**config.mk**
```make
export PLATFORM = sky130hd
export DESIGN_NAME = dump_fsm
export DESIGN_NICKNAME = d
export VERILOG_FILES = /design/src/rtl/shake_pkg.sv /design/src/rtl/dump_counter.sv /design/src/rtl/dump_fsm.sv
export SDC_FILE = /design/constraint.sdc
export NUM_CORES = 1
export LEC_CHECK = 0
export ABC_AREA = 1
export CORE_MARGIN = 1
export CORE_UTILIZATION = 45
export CTS_BUF_LIST = sky130_fd_sc_hd__clkbuf_4
export DETAILED_ROUTE_END_ITERATION = 6
export PLACE_DENSITY = 0.69
export SETUP_SLACK_MARGIN = 0.4
export SLEW_MARGIN = 5
export SYNTH_ARGS = -nofsm -noshare
export SYNTH_HDL_FRONTEND = slang
export SYNTH_SLANG_ARGS = --single-unit
export TNS_END_PERCENT = 50
```
**constraint.sdc**
```tcl
create_clock -name clk -period 4.9 [get_ports clk]
set_input_delay 0.98 -clock clk [delete_from_list [all_inputs] [get_ports clk]]
set_output_delay 0.98 -clock clk [all_outputs]
set_load 0.005 [all_outputs]
```
**src/rtl/shake_pkg.sv**
```systemverilog
`default_nettype none
// ============================================================================
// Module      : shake_pkg
// Description : Shared constants and dump FSM state encoding for the SHAKE
//               squeeze path.
// Revision    : 1.0 - initial release
// ============================================================================
package shake_pkg;

    localparam int WORD_WIDTH          = 64;
    localparam int SHAKE128_RATE_WORDS = 21;
    localparam int SHAKE256_RATE_WORDS = 17;

    typedef enum logic [2:0] {
        WAIT_HEADER = 3'd0,
        WAIT_BUFFER = 3'd1,
        DUMP        = 3'd2,
        RELEASE     = 3'd3,
        WAIT_CLEAR  = 3'd4
    } dump_state_t;

    // Index of the last word of a rate block: mode 0 = SHAKE128, 1 = SHAKE256.
    function automatic logic [4:0] rate_last_word(input logic mode);
        return mode ? 5'(SHAKE256_RATE_WORDS - 1) : 5'(SHAKE128_RATE_WORDS - 1);
    endfunction

endpackage
`default_nettype wire

```
**src/rtl/dump_counter.sv**
```systemverilog
`default_nettype none
// ============================================================================
// Module      : dump_counter
// Description : Remaining-bits down-counter with last-word detect and
//               valid-bit count of the final word.
// Revision    : 1.0 - initial release
// ============================================================================
module dump_counter
    import shake_pkg::*;
#(
    parameter int LEN_WIDTH = 32
) (
    input  logic                 clk,
    input  logic                 rst,
    input  logic                 i_load,
    input  logic [LEN_WIDTH-1:0] i_load_value,
    input  logic                 i_decrement,
    output logic                 o_last_word,
    output logic [5:0]           o_last_word_bits
);

    localparam logic [LEN_WIDTH-1:0] c_word_bits = LEN_WIDTH'(WORD_WIDTH);

    logic [LEN_WIDTH-1:0] r_remaining;

    // Saturating step of min(64, remaining) so the count cannot wrap.
    always_ff @(posedge clk or posedge rst) begin
        if (rst) begin
            r_remaining <= '0;
        end else if (i_load) begin
            r_remaining <= i_load_value;
        end else if (i_decrement) begin
            r_remaining <= (r_remaining > c_word_bits) ? (r_remaining - c_word_bits) : '0;
        end
    end

    assign o_last_word      = (r_remaining <= c_word_bits);
    assign o_last_word_bits = r_remaining[5:0];

endmodule
`default_nettype wire

```
**src/rtl/dump_fsm.sv**
```systemverilog
`default_nettype none
// ============================================================================
// Module      : dump_fsm
// Description : Streams squeezed SHAKE output words from the PISO, requesting
//               refills per rate block until the requested length is sent.
// Revision    : 1.0 - initial release
// ============================================================================
module dump_fsm
    import shake_pkg::*;
#(
    parameter int LEN_WIDTH = 32
) (
    input  logic                 clk,
    input  logic                 rst,
    input  logic                 header_valid,
    input  logic [LEN_WIDTH-1:0] output_length,
    input  logic                 mode,
    input  logic                 output_buffer_ready,
    input  logic                 ready_in,
    output logic                 valid_out,
    output logic                 last_out,
    output logic [5:0]           last_word_bits,
    output logic                 shift_enable,
    output logic                 output_buffer_consumed_wr,
    output logic                 squeeze_request,
    output logic                 done_out
);

    dump_state_t r_state;
    logic [4:0]  r_word_cnt;
    logic        r_mode;
    logic        r_final;
    logic        r_zero_done;

    logic        w_load;
    logic        w_last_word;
    logic [5:0]  w_last_bits;
    logic        w_in_dump;
    logic [4:0]  w_rate_last;

    assign w_in_dump   = (r_state == DUMP);
    assign w_load      = (r_state == WAIT_HEADER) && header_valid;
    assign w_rate_last = rate_last_word(r_mode);

    dump_counter #(
        .LEN_WIDTH (LEN_WIDTH)
    ) u_dump_counter (
        .clk              (clk),
        .rst              (rst),
        .i_load           (w_load),
        .i_load_value     (output_length),
        .i_decrement      (shift_enable),
        .o_last_word      (w_last_word),
        .o_last_word_bits (w_last_bits)
    );

    always_ff @(posedge clk or posedge rst) begin
        if (rst) begin
            r_state     <= WAIT_HEADER;
            r_word_cnt  <= 5'd0;
            r_mode      <= 1'b0;
            r_final     <= 1'b0;
            r_zero_done <= 1'b0;
        end else begin
            r_zero_done <= 1'b0;
            case (r_state)
                WAIT_HEADER: begin
                    if (header_valid) begin
                        r_mode <= mode;
                        if (output_length == '0) begin
                            r_zero_done <= 1'b1;
                        end else begin
                            r_state <= WAIT_BUFFER;
                        end
                    end
                end
                WAIT_BUFFER: begin
                    r_word_cnt <= 5'd0;
                    if (output_buffer_ready) begin
                        r_state <= DUMP;
                    end
                end
                DUMP: begin
                    if (ready_in) begin
                        // End of output takes precedence over end of block.
                        if (w_last_word || (r_word_cnt == w_rate_last)) begin
                            r_final    <= w_last_word;
                            r_word_cnt <= 5'd0;
                            r_state    <= RELEASE;
                        end else begin
                            r_word_cnt <= r_word_cnt + 5'd1;
                        end
                    end
                end
                RELEASE: begin
                    r_state <= WAIT_CLEAR;
                end
                WAIT_CLEAR: begin
                    if (!output_buffer_ready) begin
                        r_state <= r_final ? WAIT_HEADER : WAIT_BUFFER;
                    end
                end
                default: begin
                    r_state <= WAIT_HEADER;
                end
            endcase
        end
    end

    assign valid_out                 = w_in_dump;
    assign last_out                  = w_in_dump && w_last_word;
    assign last_word_bits            = last_out ? w_last_bits : 6'd0;
    assign shift_enable              = w_in_dump && ready_in;
    assign output_buffer_consumed_wr = (r_state == RELEASE);
    assign squeeze_request           = (r_state == RELEASE) && !r_final;
    assign done_out                  = r_zero_done || ((r_state == RELEASE) && r_final);

endmodule
`default_nettype wire

```
Yosys cells after proc, flatten, opt, wreduce, memory -nomap -nowiden
Cells that the tools add are included.
{"block": "totals", "register_bits": 43, "inputBits": 38, "output_inout_bits": 12, "wordCells": 56}
{"block": "op_classes", "add_sub_neg": 2, "order_cmp": 2, "n_eq_ne": 11, "mux": 19, "reduce_logical": 16}
{"op": "$mux W32", "n": 3}
{"op": "$gt A32 B7 Y1 const B", "n": 1}
{"op": "$le A32 B7 Y1 const B", "n": 1}
{"op": "$logic_not A32 Y1", "n": 1}
{"op": "$sub A32 B7 Y32 const B", "n": 1}
{"op": "$mux W3", "n": 7}
{"op": "$pmux W3 S5", "n": 1}
{"op": "$mux W5", "n": 2}
{"op": "$ne A2 B2 Y1 const B", "n": 5}
{"op": "$pmux W5 S2", "n": 1}
{"op": "$eq A3 B2 Y1 const B", "n": 2}
{"op": "$mux W6", "n": 1}
{"op": "$reduce_and A6 Y1", "n": 1}
{"op": "$add A5 B1 Y5 const B", "n": 1}
{"op": "$eq A5 B5 Y1", "n": 1}
{"op": "$logic_and A1 B1 Y1", "n": 5}
{"op": "$mux W1", "n": 4}
{"op": "$reduce_and A2 Y1", "n": 2}
{"op": "$reduce_bool A2 Y1", "n": 2}
{"op": "$eq A3 B1 Y1 const B", "n": 1}
{"op": "$eq A3 B3 Y1 const B", "n": 1}
{"op": "$logic_not A3 Y1", "n": 1}
{"op": "$reduce_and A3 Y1", "n": 1}
{"op": "$logic_or A1 B1 Y1", "n": 2}
{"op": "other kinds (2)", "n": 2}

Depth between registers and ports, before layout
{"block": "depth", "word_depth": 6, "depth_mapped": 12, "depth_no_buf": 11}

Hierarchy
Synthesis repeated with hierarchy kept, for this count alone.
{"block": "hier_totals", "cells_unflattened": 450, "hier_area_um2": 3110.5}
{"mod": "dump_counter", "instances": 1, "cells_each": 324, "area_each_um2": 2307.2, "seq_area_each_um2": 800.8}
{"mod": "dump_fsm", "instances": 1, "cells_each": 126, "area_each_um2": 803.3, "seq_area_each_um2": 275.3}

Worst setup path before layout
OpenSTA, ideal clock, no wires.
{"block": "synth_timing", "kind": "reg2out", "startpoint": "register u_dump_counter.r_remaining[6]", "endpoint": "output port last_word_bits[0]", "arrival_ns": 1.243, "t_required_ns": 3.920, "setup_slack_ns": 2.677, "path_stages_with_launch": 9, "n_path_buf": 0, "path_cell_list": "dfrtp_1 inv_1 ha_1 nand2_4 nor2_2 nand2_1 nand2_2 nand3_2 nor2_1"}
{"block": "synth_via", "elab_chain_len": 3}
{"element": "start, declared", "line": "dump_counter.sv:24", "text": "logic [LEN_WIDTH-1:0] r_remaining;"}
{"element": "start signal, assigned", "line": "dump_counter.sv:31", "text": "r_remaining <= i_load_value;"}
{"element": "start signal, assigned", "line": "dump_counter.sv:33", "text": "r_remaining <= (r_remaining > c_word_bits) ? (r_remaining - c_word_bits) : '0;"}
{"element": "$le A32 B7 Y1", "line": "dump_counter.sv:37", "text": "assign o_last_word = (r_remaining <= c_word_bits);"}
{"element": "$logic_and A1 B1 Y1", "line": "dump_fsm.sv:111", "text": "assign last_out = w_in_dump && w_last_word;"}
{"element": "$mux W6", "line": "dump_fsm.sv:112", "text": "assign last_word_bits = last_out ? w_last_bits : 6'd0;"}
{"element": "end, declared", "line": "dump_fsm.sv:22", "text": "output logic [5:0] last_word_bits,"}
Every way passes these cells.

Worst setup path in the final report
{"block": "layout_timing", "startpoint": "register u_dump_counter.r_remaining[6]", "endpoint": "output port last_word_bits[4]"}
Same word-level chain as after synthesis.

==> results.sh <==
export IMPL_holdWs_ps=501.3
export IMPL_worst_slew_pin_slew_ps=886.7
export IMPL_ys_ff_latch=43
export IMPL_leakage_nw=1.800
export IMPL_n_antenna_cell=0
export IMPL_p_comb_share_pct=48.2
export IMPL_grt_max_degree=28
export IMPL_worstReg2RegStart="r_state[1]"
export IMPL_start_util_pct=47.05
export IMPL_drtIter0Drc=110
export IMPL_cts_buffers=5
export IMPL_rows=29
export IMPL_io_buffers=49
export IMPL_grt_overflow=0
export IMPL_final_max_slew_violation_count=0
export IMPL_postSynthAreaPerCell_um2=6.915
export IMPL_fin_crit_ps=3309
export IMPL_whs_path_depth=1
export IMPL_muxShareOfSynthArea_pct=0
export IMPL_synth_top_family_by_area="simple AND/OR/NAND/NOR gates"
export IMPL_synthToLayoutAreaGrowth_pct=19.83
export IMPL_cts_buffer_depth=2
export IMPL_max_slew_margin_rel_pct=40.82
export IMPL_vias=2799
export IMPL_antenna_left=0
export IMPL_postCtsHoldBufs=0
export IMPL_fin_worst_skew_ps=9.957
export IMPL_cp_arrival_ps=2330
export IMPL_layout_worst_path_cycle_share_pct=67.53
export IMPL_post_cts_buffers=0
export IMPL_p_int_mw=0.8534
export IMPL_ys_types=32
export IMPL_p_switching_mw=0.7551
export IMPL_clock_latency_ps=360
export IMPL_antenna_found_initial=0
export IMPL_fmax_ghz=0.3022
export IMPL_dpl_hpwl_um=5392
export IMPL_cts_root_buffer="clkbuf_4"
export IMPL_startpoint_type="flip-flop"
export IMPL_die_area_mm2=0.007047
export IMPL_crit_fanout=7
export IMPL_htreeDepth=2
export IMPL_yosysTopAreaCell="dfrtp_1"
export IMPL_hold_violations=0
export IMPL_clock_power_share_pct=11.5
export IMPL_finalSetupTns_ps=0
export IMPL_finalSetupViolations=0
export IMPL_ys_warn_count=0
export IMPL_peakVddDrop_uv=198.9
export IMPL_netlist_instances=437
export IMPL_synth_compound_area_share_pct=5.673
export IMPL_seqPwrFrac_pct=40.3
export IMPL_via_per_inst=4.954
export IMPL_maxCapViolations=0
export IMPL_synth_area_mm2=0.003022
export IMPL_gp_congestion=0.8609
export IMPL_routed_wl_um=6998
export IMPL_crit_type="reg2out"
export IMPL_die_x_um=83.95
export IMPL_synth_simple_area_share_pct=44.64
export IMPL_endpoint_kind="output port"
export IMPL_clk_pin_slew_ps=130
export IMPL_pwr_density_cell_mw_per_mm2=444.2
export IMPL_ios=50
export IMPL_hold_class="reg2reg"
export IMPL_syn_nets=479
export IMPL_grt_pass1_vias=2723
export IMPL_synth_top_area_share_pct=35.61
export IMPL_r2r_end="u_dump_counter.r_remaining[14]"
export IMPL_r2r_slack_ps=2820
export IMPL_drc=8
export IMPL_avgRoutedWirePerCell_um=12.39
export IMPL_ctsResizeCount=0
export IMPL_grt_pass1_wl_um=12170
export IMPL_final_layout_size_suffix_gt1_share_pct=10.86
export IMPL_synthAdderAreaFrac_pct=1.656
export IMPL_rsz0062_at_grt="false"
export IMPL_drtPass1Iterations=6
export IMPL_hold_end="u_dump_counter.r_remaining[6]"
export IMPL_cts_tree="done"
export IMPL_yosysSeqAreaShare_pct=35.61
export IMPL_die_h_um=83.95
export IMPL_swShare_pct=46.94
export IMPL_final_nets=529
export IMPL_ys_top_cells_by_area="dfrtp_1 36%, nand2_1 16%, nor2_1 7.3%"
export IMPL_required_ps=3920
export IMPL_coreArea_mm2=0.006422
export IMPL_hold_start="u_dump_counter.r_remaining[6]"
export IMPL_yosys_area_share_xor_xnor_pct=2.899
export IMPL_outcome="finished, violations left"
export IMPL_rr_worst_depth=9
export IMPL_violations="design-rule violations"
export IMPL_clock_sinks=43
export IMPL_grt_util_all_layers_pct=21.52
==> worst max path at each step <==
stage	endpoint	slack, ps	startpoint	cells past startpoint
after floorplan	last_word_bits[0]	2680	u_dump_counter.r_remaining[6]	8
after global placement	shift_enable	1670	ready_in	4
after detailed placement	shift_enable	1650	ready_in	4
after CTS	last_word_bits[4]	1550	u_dump_counter.r_remaining[6]	9
after global routing	last_word_bits[4]	1400	u_dump_counter.r_remaining[6]	9
final	last_word_bits[4]	1590	u_dump_counter.r_remaining[6]	9
==> layout make-up <==
cell class	count	area (um^2)
well taps	77	96.34
multi-input cells	325	1658
flip-flops and latches	43	1076
inverters	62	235.2
clock inverters	2	12.51
fillers	622	2801
repair buffers	50	498.0
clock buffers	6	45.04
==> sequential cells by signal, indices dropped and copies added, names as in the netlist <==
| register | flops |
|---|---|
| u_dump_counter.r_remaining | 32 |
| r_mode | 1 |
| r_state | 3 |
| r_word_cnt | 5 |
| r_final | 1 |
| r_zero_done | 1 |
==> power by group through the flow <==
stage | Sequential [mW] | Clock, mW | Combinational [mW]
2_1_floorplan | 0.618 | 0 | 0.625
3_3_place_gp | 0.645 | 0 | 0.762
3_5_place_dp | 0.653 | 0 | 0.782
4_1_cts | 0.647 | 0.193 | 0.784
5_1_grt | 0.668 | 0.205 | 0.889
6_report | 0.648 | 0.185 | 0.776
==> cell usage after synthesis (all sizes together) <==
cell / count
ha: 4
a21boi: 1
nor3: 4
or2: 1
xnor2: 2
nand3: 55
a21o: 1
xor2: 8
o21bai: 5
a21oi: 2
nand2: 140
dfrtp: 43
o22ai: 4
nand4: 8
nor2: 73
o21ai: 16
inv: 62
and3: 1
buf: 7
==> per-stage QoR <==
step                area, um^2  setup WS, ps  total power [mW]  std cells  utilization, %
CTS                       3621          1548             1.623        565           56.38
global route              3621          1403             1.761        565           56.38
floorplan                 3022          2677             1.243        437               -
finish                    3621          1591             1.608        565           56.38
detailed placement        3563          1652             1.435        557           55.48
global placement          3563          1665             1.407        557           55.48
==> placed cells by master (no fill, tap or decap), types with 5 or more instances in the layout <==
cell,count
clkbuf_4,6
clkdlybuf4s50_1,49
dfrtp_1,43
inv_1,54
inv_2,7
nand2_1,132
nand2_4,5
nand3_1,43
nand3_2,11
nand4_1,8
nor2_1,59
nor2_2,7
nor2_4,6
o21ai_0,12
o21bai_1,5
xor2_1,8
==> worst max-delay path: stages, from the launching register on <==
cell	delay, ps
dfrtp_1	420
inv_1	110
ha_1	280
nand2_4	100
nor2_2	80
nand2_1	60
nand2_2	110
nand3_2	170
nor2_1	140
clkdlybuf4s50_1	510
==> logic make-up (layout without fill, tap and decap cells) <==
logic type      Yosys count  after routing
flops                    43             43
simple gates            282            282
xor+xnor                 10             10
fa+ha+maj                 4              4
buf+inv                  69            120
compound gates           29             29
==> metal layers <==
metal | vias to the layer above | routed length [um] | global-route usage [%]
met2 | 62 | 3381 | 36.36
met5 | - | 0 | 0
met4 | 0 | 70 | 5.956
li1 | 1471 | - | -
met3 | 8 | 253 | 3.462
met1 | 1258 | 3294 | 28.46
Note: power is estimated with default switching activity, not from simulation.
